**src/rtl/spi_burst_sequencer_if.sv**
```systemverilog
// Bus bundle between the host/register side, the burst sequencer and the SPI byte engine.
// Ports: command (cmd_*), TX byte stream (tx_*), RX strobe (rx_*), status (done/busy),
//        engine side (cs_n, spi_start, spi_data_in, spi_new_data, spi_data_out).
interface spi_burst_sequencer_if #(
    parameter int LEN_WIDTH = 8
);
    logic                 cmd_valid;
    logic                 cmd_ready;
    logic [LEN_WIDTH-1:0] cmd_len;
    logic                 tx_valid;
    logic                 tx_ready;
    logic [7:0]           tx_data;
    logic                 rx_valid;
    logic [7:0]           rx_data;
    logic                 done;
    logic                 busy;
    logic                 cs_n;
    logic                 spi_start;
    logic [7:0]           spi_data_in;
    logic                 spi_new_data;
    logic [7:0]           spi_data_out;

    // Sequencer side.
    modport slave (
        input  cmd_valid, cmd_len, tx_valid, tx_data, spi_new_data, spi_data_out,
        output cmd_ready, tx_ready, rx_valid, rx_data, done, busy, cs_n, spi_start, spi_data_in
    );

    // Host plus engine side.
    modport master (
        output cmd_valid, cmd_len, tx_valid, tx_data, spi_new_data, spi_data_out,
        input  cmd_ready, tx_ready, rx_valid, rx_data, done, busy, cs_n, spi_start, spi_data_in
    );
endinterface

```
**src/rtl/spi_burst_sequencer.sv**
```systemverilog
// Burst sequencer: runs an N-byte SPI transfer through a single-byte engine, owning cs_n timing.
// Latency: command acceptance to first spi_start is CS_SETUP+2 cycles with tx_valid already high.
// Backpressure: stalls in LOAD (cs_n held low) until tx_valid; RX strobe has no backpressure.
// Ports: clk, rst (async active-low), bus (slave modport of spi_burst_sequencer_if).
module spi_burst_sequencer #(
    parameter int LEN_WIDTH = 8,
    parameter int CS_SETUP  = 4,
    parameter int CS_HOLD   = 4,
    parameter int GAP       = 0
) (
    input  logic                  clk,
    input  logic                  rst,
    spi_burst_sequencer_if.slave  bus
);
    localparam int TMAX_SH = (CS_SETUP > CS_HOLD) ? CS_SETUP : CS_HOLD;
    localparam int TMAX    = (TMAX_SH > GAP) ? TMAX_SH : GAP;
    localparam int TW      = $clog2(TMAX + 1);

    // Terminal counts: a phase of P cycles ends when the timer reaches P-1.
    localparam logic [TW-1:0] SETUP_LAST = TW'(CS_SETUP - 1);
    localparam logic [TW-1:0] HOLD_LAST  = TW'(CS_HOLD - 1);
    localparam logic [TW-1:0] GAP_LAST   = TW'((GAP > 0) ? (GAP - 1) : 0);

    typedef enum logic [2:0] {
        IDLE,
        SETUP,
        LOAD,
        WAIT_DONE,
        GAP_W,
        HOLD
    } state_t;

    state_t               state;
    logic [LEN_WIDTH-1:0] remaining;
    logic [TW-1:0]        timer;

    assign bus.cmd_ready = (state == IDLE);
    assign bus.tx_ready  = (state == LOAD);
    assign bus.busy      = (state != IDLE);

    always_ff @(posedge clk or negedge rst) begin
        if (!rst) begin
            state           <= IDLE;
            remaining       <= '0;
            timer           <= '0;
            bus.cs_n        <= 1'b1;
            bus.spi_start   <= 1'b0;
            bus.spi_data_in <= 8'h00;
            bus.rx_valid    <= 1'b0;
            bus.rx_data     <= 8'h00;
            bus.done        <= 1'b0;
        end else begin
            // Strobes default low so each is exactly one cycle wide.
            bus.spi_start <= 1'b0;
            bus.rx_valid  <= 1'b0;
            bus.done      <= 1'b0;

            case (state)
                IDLE: begin
                    if (bus.cmd_valid) begin
                        remaining <= bus.cmd_len;
                        if (bus.cmd_len == '0) begin
                            // Empty burst: completes without touching chip select.
                            bus.done <= 1'b1;
                        end else begin
                            bus.cs_n <= 1'b0;
                            timer    <= '0;
                            state    <= SETUP;
                        end
                    end
                end

                SETUP: begin
                    if (timer == SETUP_LAST) begin
                        timer <= '0;
                        state <= LOAD;
                    end else begin
                        timer <= timer + TW'(1);
                    end
                end

                LOAD: begin
                    if (bus.tx_valid) begin
                        bus.spi_data_in <= bus.tx_data;
                        bus.spi_start   <= 1'b1;
                        state           <= WAIT_DONE;
                    end
                end

                WAIT_DONE: begin
                    if (bus.spi_new_data) begin
                        bus.rx_data  <= bus.spi_data_out;
                        bus.rx_valid <= 1'b1;
                        if (remaining != '0) begin
                            remaining <= remaining - LEN_WIDTH'(1);
                        end
                        timer <= '0;
                        // remaining==0 cannot occur here; treating it as last keeps the count from wrapping.
                        if (remaining <= LEN_WIDTH'(1)) begin
                            state <= HOLD;
                        end else if (GAP > 0) begin
                            state <= GAP_W;
                        end else begin
                            state <= LOAD;
                        end
                    end
                end

                GAP_W: begin
                    if (timer == GAP_LAST) begin
                        timer <= '0;
                        state <= LOAD;
                    end else begin
                        timer <= timer + TW'(1);
                    end
                end

                HOLD: begin
                    if (timer == HOLD_LAST) begin
                        timer    <= '0;
                        bus.cs_n <= 1'b1;
                        bus.done <= 1'b1;
                        state    <= IDLE;
                    end else begin
                        timer <= timer + TW'(1);
                    end
                end

                default: begin
                    bus.cs_n <= 1'b1;
                    state    <= IDLE;
                end
            endcase
        end
    end
endmodule

```
**src/flat_wrapper.sv**
```systemverilog
// flat-port wrapper written by rule: the top's interface ports become plain ports
module spi_burst_sequencer_flat 
#(
    parameter int LEN_WIDTH = 8,
    parameter int CS_SETUP  = 4,
    parameter int CS_HOLD   = 4,
    parameter int GAP       = 0
)
  (clk, rst, bus_cmd_valid, bus_cmd_len, bus_tx_valid, bus_tx_data, bus_spi_new_data, bus_spi_data_out, bus_cmd_ready, bus_tx_ready, bus_rx_valid, bus_rx_data, bus_done, bus_busy, bus_cs_n, bus_spi_start, bus_spi_data_in);
  spi_burst_sequencer_if #(.LEN_WIDTH(LEN_WIDTH)) bus_i ();
  input  logic clk;
  input  logic rst;
  input wire logic [$bits(bus_i.cmd_valid)-1:0] bus_cmd_valid;
  input wire logic [$bits(bus_i.cmd_len)-1:0] bus_cmd_len;
  input wire logic [$bits(bus_i.tx_valid)-1:0] bus_tx_valid;
  input wire logic [$bits(bus_i.tx_data)-1:0] bus_tx_data;
  input wire logic [$bits(bus_i.spi_new_data)-1:0] bus_spi_new_data;
  input wire logic [$bits(bus_i.spi_data_out)-1:0] bus_spi_data_out;
  output wire logic [$bits(bus_i.cmd_ready)-1:0] bus_cmd_ready;
  output wire logic [$bits(bus_i.tx_ready)-1:0] bus_tx_ready;
  output wire logic [$bits(bus_i.rx_valid)-1:0] bus_rx_valid;
  output wire logic [$bits(bus_i.rx_data)-1:0] bus_rx_data;
  output wire logic [$bits(bus_i.done)-1:0] bus_done;
  output wire logic [$bits(bus_i.busy)-1:0] bus_busy;
  output wire logic [$bits(bus_i.cs_n)-1:0] bus_cs_n;
  output wire logic [$bits(bus_i.spi_start)-1:0] bus_spi_start;
  output wire logic [$bits(bus_i.spi_data_in)-1:0] bus_spi_data_in;
  assign bus_i.cmd_valid = bus_cmd_valid;
  assign bus_i.cmd_len = bus_cmd_len;
  assign bus_i.tx_valid = bus_tx_valid;
  assign bus_i.tx_data = bus_tx_data;
  assign bus_i.spi_new_data = bus_spi_new_data;
  assign bus_i.spi_data_out = bus_spi_data_out;
  assign bus_cmd_ready = bus_i.cmd_ready;
  assign bus_tx_ready = bus_i.tx_ready;
  assign bus_rx_valid = bus_i.rx_valid;
  assign bus_rx_data = bus_i.rx_data;
  assign bus_done = bus_i.done;
  assign bus_busy = bus_i.busy;
  assign bus_cs_n = bus_i.cs_n;
  assign bus_spi_start = bus_i.spi_start;
  assign bus_spi_data_in = bus_i.spi_data_in;
  spi_burst_sequencer #(.LEN_WIDTH(LEN_WIDTH), .CS_SETUP(CS_SETUP), .CS_HOLD(CS_HOLD), .GAP(GAP)) u_core (.clk(clk), .rst(rst), .bus(bus_i));
endmodule
```
**config.mk**
```make
export PLATFORM = sky130hd
export DESIGN_NAME = spi_burst_sequencer_flat
export DESIGN_NICKNAME = d
export VERILOG_FILES = /design/src/rtl/spi_burst_sequencer_if.sv /design/src/rtl/spi_burst_sequencer.sv /design/src/flat_wrapper.sv
export SDC_FILE = /design/constraint.sdc
export NUM_CORES = 1
export LEC_CHECK = 0
export ABC_AREA = 0
export CORE_UTILIZATION = 51
export DETAILED_ROUTE_END_ITERATION = 8
export GPL_ROUTABILITY_DRIVEN = 0
export MAX_ROUTING_LAYER = met4
export PLACE_DENSITY = 0.88
export RECOVER_POWER = 25
export SETUP_SLACK_MARGIN = 0.4
export SLEW_MARGIN = 20
export SYNTH_ARGS = -nofsm -noshare
export SYNTH_HDL_FRONTEND = slang
export SYNTH_SLANG_ARGS = --single-unit
```
**constraint.sdc**
```tcl
create_clock -name clk -period 3.12 [get_ports clk]
set_input_delay 0.468 -clock clk [delete_from_list [all_inputs] [get_ports clk]]
set_output_delay 0.468 -clock clk [all_outputs]
set_load 0.01 [all_outputs]
```
* Word-level counts from Yosys, hierarchy flattened
Index checks and enable logic that the tools add are counted.
Cells by class: add/subtract/negate cells 2, magnitude comparators 1, eq/ne operators 14, mux-type cells 31, bitwise gates (word level) 1, reduce and logical (&&, ||, !) cells 15
Operator list (count):
- $mux W3 | 13
- $mux W8 | 3
- $pmux W3 S6 | 1
- $pmux W8 S2 | 1
- $pmux W3 S4 | 1
- $reduce_and A4 Y1 | 3
- $mux W1 | 10
- $eq A3 B2 Y1 const B | 3
- $le A8 B1 Y1 const B | 1
- $logic_not A8 Y1 | 1
- $ne A2 B1 Y1 const B | 4
- $ne A2 B2 Y1 const B | 4
- $reduce_bool A8 Y1 | 1
- $sub A8 B1 Y8 const B | 1
- $reduce_and A7 Y1 | 1
- $eq A3 B3 Y1 const B | 2
- $logic_not A3 Y1 | 2
- $reduce_and A2 Y1 | 2
- $reduce_bool A4 Y1 | 1
- $reduce_or A4 Y1 | 1
- $add A3 B1 Y3 const B | 1
- $eq A3 B1 Y1 const B | 1
- $pmux W1 S3 | 1
- $reduce_bool A3 Y1 | 1
- 4 further kinds | 4
Storage, ports and cells: register bits after elaboration 34, input port bits 29

* Logic depth before layout (Yosys ltp)
Gate-level depths: netlist (run 1).
word-level depth 4, mapped depth 7

* Worst setup path after synthesis (run 1)
No wires, ideal clock.
kind flip-flop to flip-flop, from reg u_core.remaining[3], to reg u_core.remaining[1], arrival 1565 ps, required time 2995 ps, setup slack 1430 ps, stages on the path, launching flop included 5, path buffers 0, period minus slack after synthesis 1690 ps, cells stage by stage dfrtp_1 -> nor4_4 -> a31oi_4 -> o21a_4 -> mux2_4
On the way: cells in the longest elaborated chain, start to end 3
RTL lines:
- start, declared | line spi_burst_sequencer.sv:34 | logic [LEN_WIDTH-1:0] remaining;
- start signal, assigned | line spi_burst_sequencer.sv:61 | remaining <= bus.cmd_len;
- start signal, assigned | line spi_burst_sequencer.sv:95 | remaining <= remaining - LEN_WIDTH'(1);
- $reduce_bool A8 Y1 | line spi_burst_sequencer.sv:94 | if (remaining != '0) begin
- $ne A2 B1 Y1 (no line)
- $reduce_and A4 Y1 (no line)
No other way between the ends. A chain may end at the register's enable or synchronous reset.

* Worst setup path in the final report (run 1)
from reg u_core.state[0], to out bus_cmd_ready
On the way: cells in the longest elaborated chain, start to end 1
RTL lines:
- start, declared | line spi_burst_sequencer.sv:33 | state_t state;
- start signal, assigned | line spi_burst_sequencer.sv:43 | state <= IDLE;
- start signal, assigned | line spi_burst_sequencer.sv:68 | state <= SETUP;
- start signal, assigned | line spi_burst_sequencer.sv:76 | state <= LOAD;
- $logic_not A3 Y1 | line spi_burst_sequencer.sv:37 | assign bus.cmd_ready = (state == IDLE);
- end, declared | line flat_wrapper.sv:19 | output wire logic [$bits(bus_i.cmd_ready)-1:0] bus_cmd_ready;
No other way between the ends.

==> impl_metrics.csv, run 1 <==
group,metric,value,unit
sta,setup_tns,0,ns
setup_path,r2r-end,"u_core.timer[0]$_DFFE_PN0P_",
pwr,power.internal,1440,uW
setup_path,crit_required,2.65,ns
pwr,p_leak,0.000999,uW
die,initial_core_util,53.9,%
cells_and_area,syn_to_final_growth,34.5,%
clocking,clk_pin_slew,0.09,ns
pwr,max-vdd-ir-drop,0.548,mV
setup_path,arrival,2.05,ns
die,die-area,3800,um^2
sta,final_max_slew_viol_count,35,
routing,wire_per_inst,16.7,um
clocking,htreeDepth,2,
pwr,swShare,39.0,%
sta,tightest_slew,1.76,ns
min_path,hold_end,"u_core.bus.cs_n$_DFFE_PN1P_",
yosys,ys_ff_latch,34,
setup_path,worst-r2r-cell-count,4,
cells_and_area,final-instance-count-excl-fill,265,
placed_design,dpl_cell_area,2360,um^2
sta,fin_crit,2.52,ns
cells_and_area,drive_above_1_share,16.4,%
routing,dr.pass1.iters,4,
die,die_h,61.6,um
setup_path,cp-end-kind,"output port",
yosys,ys_seq_area_share,47.0,%
clocking,post_cts_resize_count,0,
yosys,yosysUniqueCellTypes,40,
clocking,cts_hold_buf,0,
yosys,synthTopCellsByCount,"dfrtp_1 (33), mux2_2 (19), inv_1 (13)",
placed_design,pre_cts_ws,0.756,ns
routing,num_vias,1560,
sta,post-route-period-util,80.8,%
clocking,post_cts_buffers,0,
sta,grt_setup_unrepaired,"false",
die,fp.dieW,61.6,um
grt,grt.overflow.total,0,
min_path,min_path_cells,1,
clocking,cts_tree,"built",
status,outcome,"finished, violations left",
grt,grt_max_degree,35,
placed_design,dp_cells,257,
routing,wl,4420,um
yosys,synth_edf_count,0,
pwr,combPwrFrac,51.6,%
setup_path,crit_type,"flop to output port",
routing,ant_nets,0,
routing,via_per_inst,5.89,
sta,fin_ws,0.598,ns
cells_and_area,final_area,2440,um^2
clocking,clockBufferDepth,2,
setup_path,cp-start-kind,"flop",
yosys,synth.top_cell.area_share,45.5,%
yosys,synth-main-ff-cell,"dfrtp_1",
die,io_pins,52,
placed_design,place.port_buffers,51,
setup_path,crit_fanout,16,
grt,grt_pass1_vias,1567,
status,violations,"max-capacitance violations, max-slew violations",
yosys,yosys_warnings,0,
setup_path,r2r-start,"u_core.state[0]$_DFFE_PN0P_",
sta,clock.fmax,396,MHz
clocking,clk_latency,0.34,ns
clocking,cts_buffers,5,
min_path,worstHoldStart,"u_core.bus.cs_n$_DFFE_PN1P_",
cells_and_area,num-nets-final,254,
setup_path,cp-startpoint,"u_core.state[0]$_DFFE_PN0P_",
yosys,syn_nets,202,
sta,setup_viol,0,
routing,drc,0,
pwr,seq_power_share,35.7,%
placed_design,hpwlAfterDp,3260,um
pwr,pwr-share-clk,12.7,%
pwr,p_per_area,967,nW/um^2
sta,skew,0.00918,ns
yosys,syn_area,1810,um^2
yosys,yosysTopAreaCell,"dfrtp_1",
pwr,switchingPower,920,uW
sta,max_slew_margin,-17.2,%
cells_and_area,diodes,0,
grt,grt_pass1_wl,6980,um
yosys,async_flop_share,100,%
run,drv_cap,1,
clocking,clock_sinks,34,
clocking,root_buffer,"clkbuf_4",
yosys,syn_avg_cell_area,10.9,um^2
grt,groute.usage.overall,26.8,%
yosys,synth_area_leaders,"dfrtp_1 (46%), mux2_2 (12%), ha_1 (4.8%)",
grt,antenna_found_initial,0,
yosys,netlist_instances,166,
die,num_rows,21,
routing,drt_iter0_drc,136,
die,coreArea,3360,um^2
min_path,hold_path_class,"flop to flop",
setup_path,ff2ff_setup_slack,1.20,ns
sta,hold_violations,0,
yosys,yosysMostFrequentCell,"dfrtp_1",
## logic make-up after synthesis
family | synth area share [%]
buf+inv | 4.69
flops | 47.0
fa+ha+maj | 4.83
mux | 12.6
compound gates | 17.3
simple gates | 13.5
## metal layers
| layer | vias up | GRT usage [%] | share of wire, % |
|---|---|---|---|
| li1 | 720 | - | - |
| met2 | 83 | 45.2 | 52 |
| met4 | 0 | 13.3 | 2.9 |
| met1 | 742 | 30.2 | 39 |
| met3 | 15 | 5.25 | 6.2 |
| met5 | - | - | 0 |
## state kept, by name, indices dropped and copies added (netlist names)
register / cells
u_core.bus.rx_data: 8
u_core.bus.spi_data_in: 8
u_core.remaining: 8
u_core.state: 3
u_core.timer: 3
u_core.bus.cs_n: 1
u_core.bus.done: 1
u_core.bus.rx_valid: 1
u_core.bus.spi_start: 1
## area by class of cell
| type | instances | area [um^2] |
|---|---|---|
| clock buffer | 8 | 78.8 |
| fill | 257 | 925 |
| inverter | 13 | 52.6 |
| multi-input combinational | 111 | 876 |
| sequential | 34 | 852 |
| tap | 46 | 57.6 |
| timing repair buffer | 53 | 522 |
## per-stage QoR
stage	hold WS, ns	util (%)	power [uW]
after CTS	0.494	72.5	2360
after floorplan	0.172	-	1540
after global placement	0.478	70.2	1970
after detailed placement	0.478	70.2	2050
after global routing	0.510	72.5	2520
final	0.487	72.5	2360
## cell usage in the layout (no fill, tap or decap), types with 5 or more instances in the layout
cell type | Yosys | routed
nand2_1 | 9 | 9
nor2_1 | 8 | 8
nor3_1 | 5 | 5
ha_1 | 7 | 7
dfrtp_1 | 33 | 33
clkdlybuf4s50_1 | 0 | 50
mux2_2 | 19 | 19
nand3_1 | 5 | 5
o21ai_0 | 6 | 6
clkbuf_4 | 0 | 5
inv_1 | 13 | 12
## power groups by stage
stage          registers, uW  clock network, uW  logic (uW)
2_1_floorplan            841                  0         703
3_3_place_gp             820                  0        1150
3_5_place_dp             847                  0        1200
4_1_cts                  840                302        1220
5_1_grt                  866                329        1330
6_report                 843                299        1220
## critical path, stage by stage (launching register included)
cell             delay (ns)
dfrtp_1                0.61
nor2_1                 0.13
nand2_1                0.19
clkinvlp_4             0.25
clkdlybuf4s50_1        0.54
## worst max path at each step
stage | slack (ns) | depth (start not counted) | endpoint
2_1_floorplan | 1.43 | 4 | u_core.remaining[1]$_DFFE_PN0P_
3_3_place_gp | 0.87 | 5 | u_core.timer[0]$_DFFE_PN0P_
3_5_place_dp | 0.76 | 5 | u_core.timer[0]$_DFFE_PN0P_
4_1_cts | 0.52 | 4 | bus_cmd_ready
5_1_grt | 0.46 | 4 | bus_cmd_ready
6_report | 0.60 | 4 | bus_cmd_ready
No activity file was read; power rests on OpenSTA's default activity.
==> run 2: changes to the inputs <==
Settings changed: CORE_UTILIZATION 51 to 47, PLACE_DENSITY 0.88 to 0.82.
Clock period 3.12 ns to 2.52 ns, I/O delays scaled along.
==> run 2 against run 1 <==
  * The run now ends clean
  * Die area grew 8.2%
  * Final cell count grew 3.8%
  * Power is 32% higher
  * Sequential share of layout area down 1.3 points
  * Clock skew is 0.0058 ns lower
  * Critical path type unchanged
  * Largest power group unchanged
==> impl_metrics.csv, run 2 (synthesis results as in run 1) <==
group,metric,value,unit
run,drv_cap,0,
pwr,max-vdd-ir-drop,0.723,mV
status,outcome,"finished, final reports clean",
die,die-area,4110,um^2
cells_and_area,top_regs,"u_core.bus.rx_data x8, u_core.bus.spi_data_in x8, u_core.remaining x8",
setup_path,r2r-start,"u_core.remaining[3]$_DFFE_PN0P_",
routing,wl,4160,um
routing,ant_nets,0,
grt,grt_pass1_vias,1437,
cells_and_area,final_cell_mix,"clkdlybuf4s50_1 (49), dfrtp_1 (30), mux2_2 (19)",
sta,hold_violations,0,
clocking,cts_buffers,5,
clocking,cts_hold_buf,0,
clocking,root_buffer,"clkbuf_8",
sta,post-route-period-util,82.9,%
cells_and_area,syn_to_final_growth,40.5,%
routing,dr.pass1.iters,4,
die,die_h,64.1,um
pwr,p_per_area,1220,nW/um^2
setup_path,cp-startpoint,"u_core.state[1]$_DFFE_PN0P_",
setup_path,crit_required,2.14,ns
clocking,clock_sinks,34,
routing,num_vias,1555,
pwr,p_leak,0.00107,uW
cells_and_area,fill_cells,306,
grt,grt_pass1_wl,6620,um
die,num_rows,22,
placed_design,place.port_buffers,51,
min_path,hold_path_class,"flop to flop",
clocking,clockBufferDepth,2,
placed_design,hpwlAfterDp,2830,um
clocking,clk_pin_slew,0.07,ns
clocking,htreeDepth,2,
clocking,cts_tree,"built",
cells_and_area,num-nets-final,262,
sta,clock.fmax,479,MHz
sta,skew,0.00337,ns
routing,wire_per_inst,15.1,um
setup_path,cp-end-kind,"output port",
sta,holdWs,0.494,ns
setup_path,arrival,1.71,ns
cells_and_area,drive_above_1_share,21.6,%
sta,setup_viol,0,
setup_path,cp-start-kind,"flop",
sta,grt_setup_unrepaired,"true",
setup_path,crit_type,"flop to output port",
sta,fin_crit,2.09,ns
grt,grt.overflow.total,0,
grt,antenna_found_initial,0,
die,fp.dieW,64.1,um
die,coreArea,3690,um^2
clocking,clk_latency,0.29,ns
die,initial_core_util,49.2,%
grt,grt_max_degree,35,
min_path,worstHoldStart,"u_core.bus.cs_n$_DFFE_PN1P_",
cells_and_area,final_common_cell,"clkdlybuf4s50_1",
cells_and_area,diodes,0,
sta,final_max_slew_viol_count,0,
grt,groute.usage.overall,22.2,%
sta,tightest_slew,0.846,ns
setup_path,crit_fanout,13,
routing,drc,0,
routing,drt_iter0_drc,149,
die,io_pins,52,
routing,via_per_inst,5.65,
sta,setup_tns,0,ns
sta,max_slew_margin,43.6,%
## run 2: path summary, 6_finish.rpt
check / cells past startpoint / end / slack, ns
setup / recovery: 4 / bus_cmd_ready / 0.43
hold / removal: 1 / u_core.bus.cs_n$_DFFE_PN1P_ / 0.49
setup reg to reg: 4 / u_core.remaining[1]$_DFFE_PN0P_ / 0.64
hold reg to reg: 1 / u_core.bus.cs_n$_DFFE_PN1P_ / 0.49
max in group asynchronous: 2 / u_core.state[2]$_DFFE_PN0P_ / 1.22
min in group asynchronous: 2 / u_core.state[1]$_DFFE_PN0P_ / 0.72
## run 2: final cells by class
class                   instances  area, um^2  area share (%)
flip-flops and latches         34         856            33.6
clock buffers                   5        68.8            2.70
repair buffers                 61         586            23.0
inverters                      13        48.8            1.92
multi-input cells             111         883            34.7
well taps                      48        60.1            2.36
clock inverters                 3        45.0            1.77
## run 2: through the flow
stage | worst slack (ns) | cell area (um^2) | power, uW | std cells | util [%]
global placement | 0.242 | 2380 | 2490 | 261 | 64.5
floorplan | 0.830 | 1810 | 1910 | 166 | -
detailed placement | 0.179 | 2380 | 2520 | 261 | 64.5
CTS | 0.338 | 2500 | 3050 | 269 | 67.7
global route | 0.359 | 2550 | 3330 | 275 | 69.1
finish | 0.430 | 2550 | 3110 | 275 | 69.1
## run 2: worst max-delay path: stages, from the launching register on
cell and delay (ns):
dfrtp_2 0.50, nor2_2 0.17, nand2_1 0.13, inv_1 0.09
clkdlybuf4s50_1 0.54
## run 2: power by group
part	internal [uW]	switching [uW]
Sequential	801	227
Combinational	865	703
Clock	294	215
Total	1960	1150
## run 2: metal layers
layer	share of wire [%]	track usage, %	up-vias
met5	0	-	-
met4	3.1	9.44	0
met2	45	33.1	78
li1	-	-	732
met3	9.1	7.68	14
met1	42	27.4	731
## run 2: timing repair
item / 4_1_cts / 5_1_grt
gates resized for setup: 2 / 5
pin swaps: 0 / 0
setup endpoints to repair: 3 / 5
endpoints found under the hold margin: 0 / 0
buffers inserted: 0 / 6
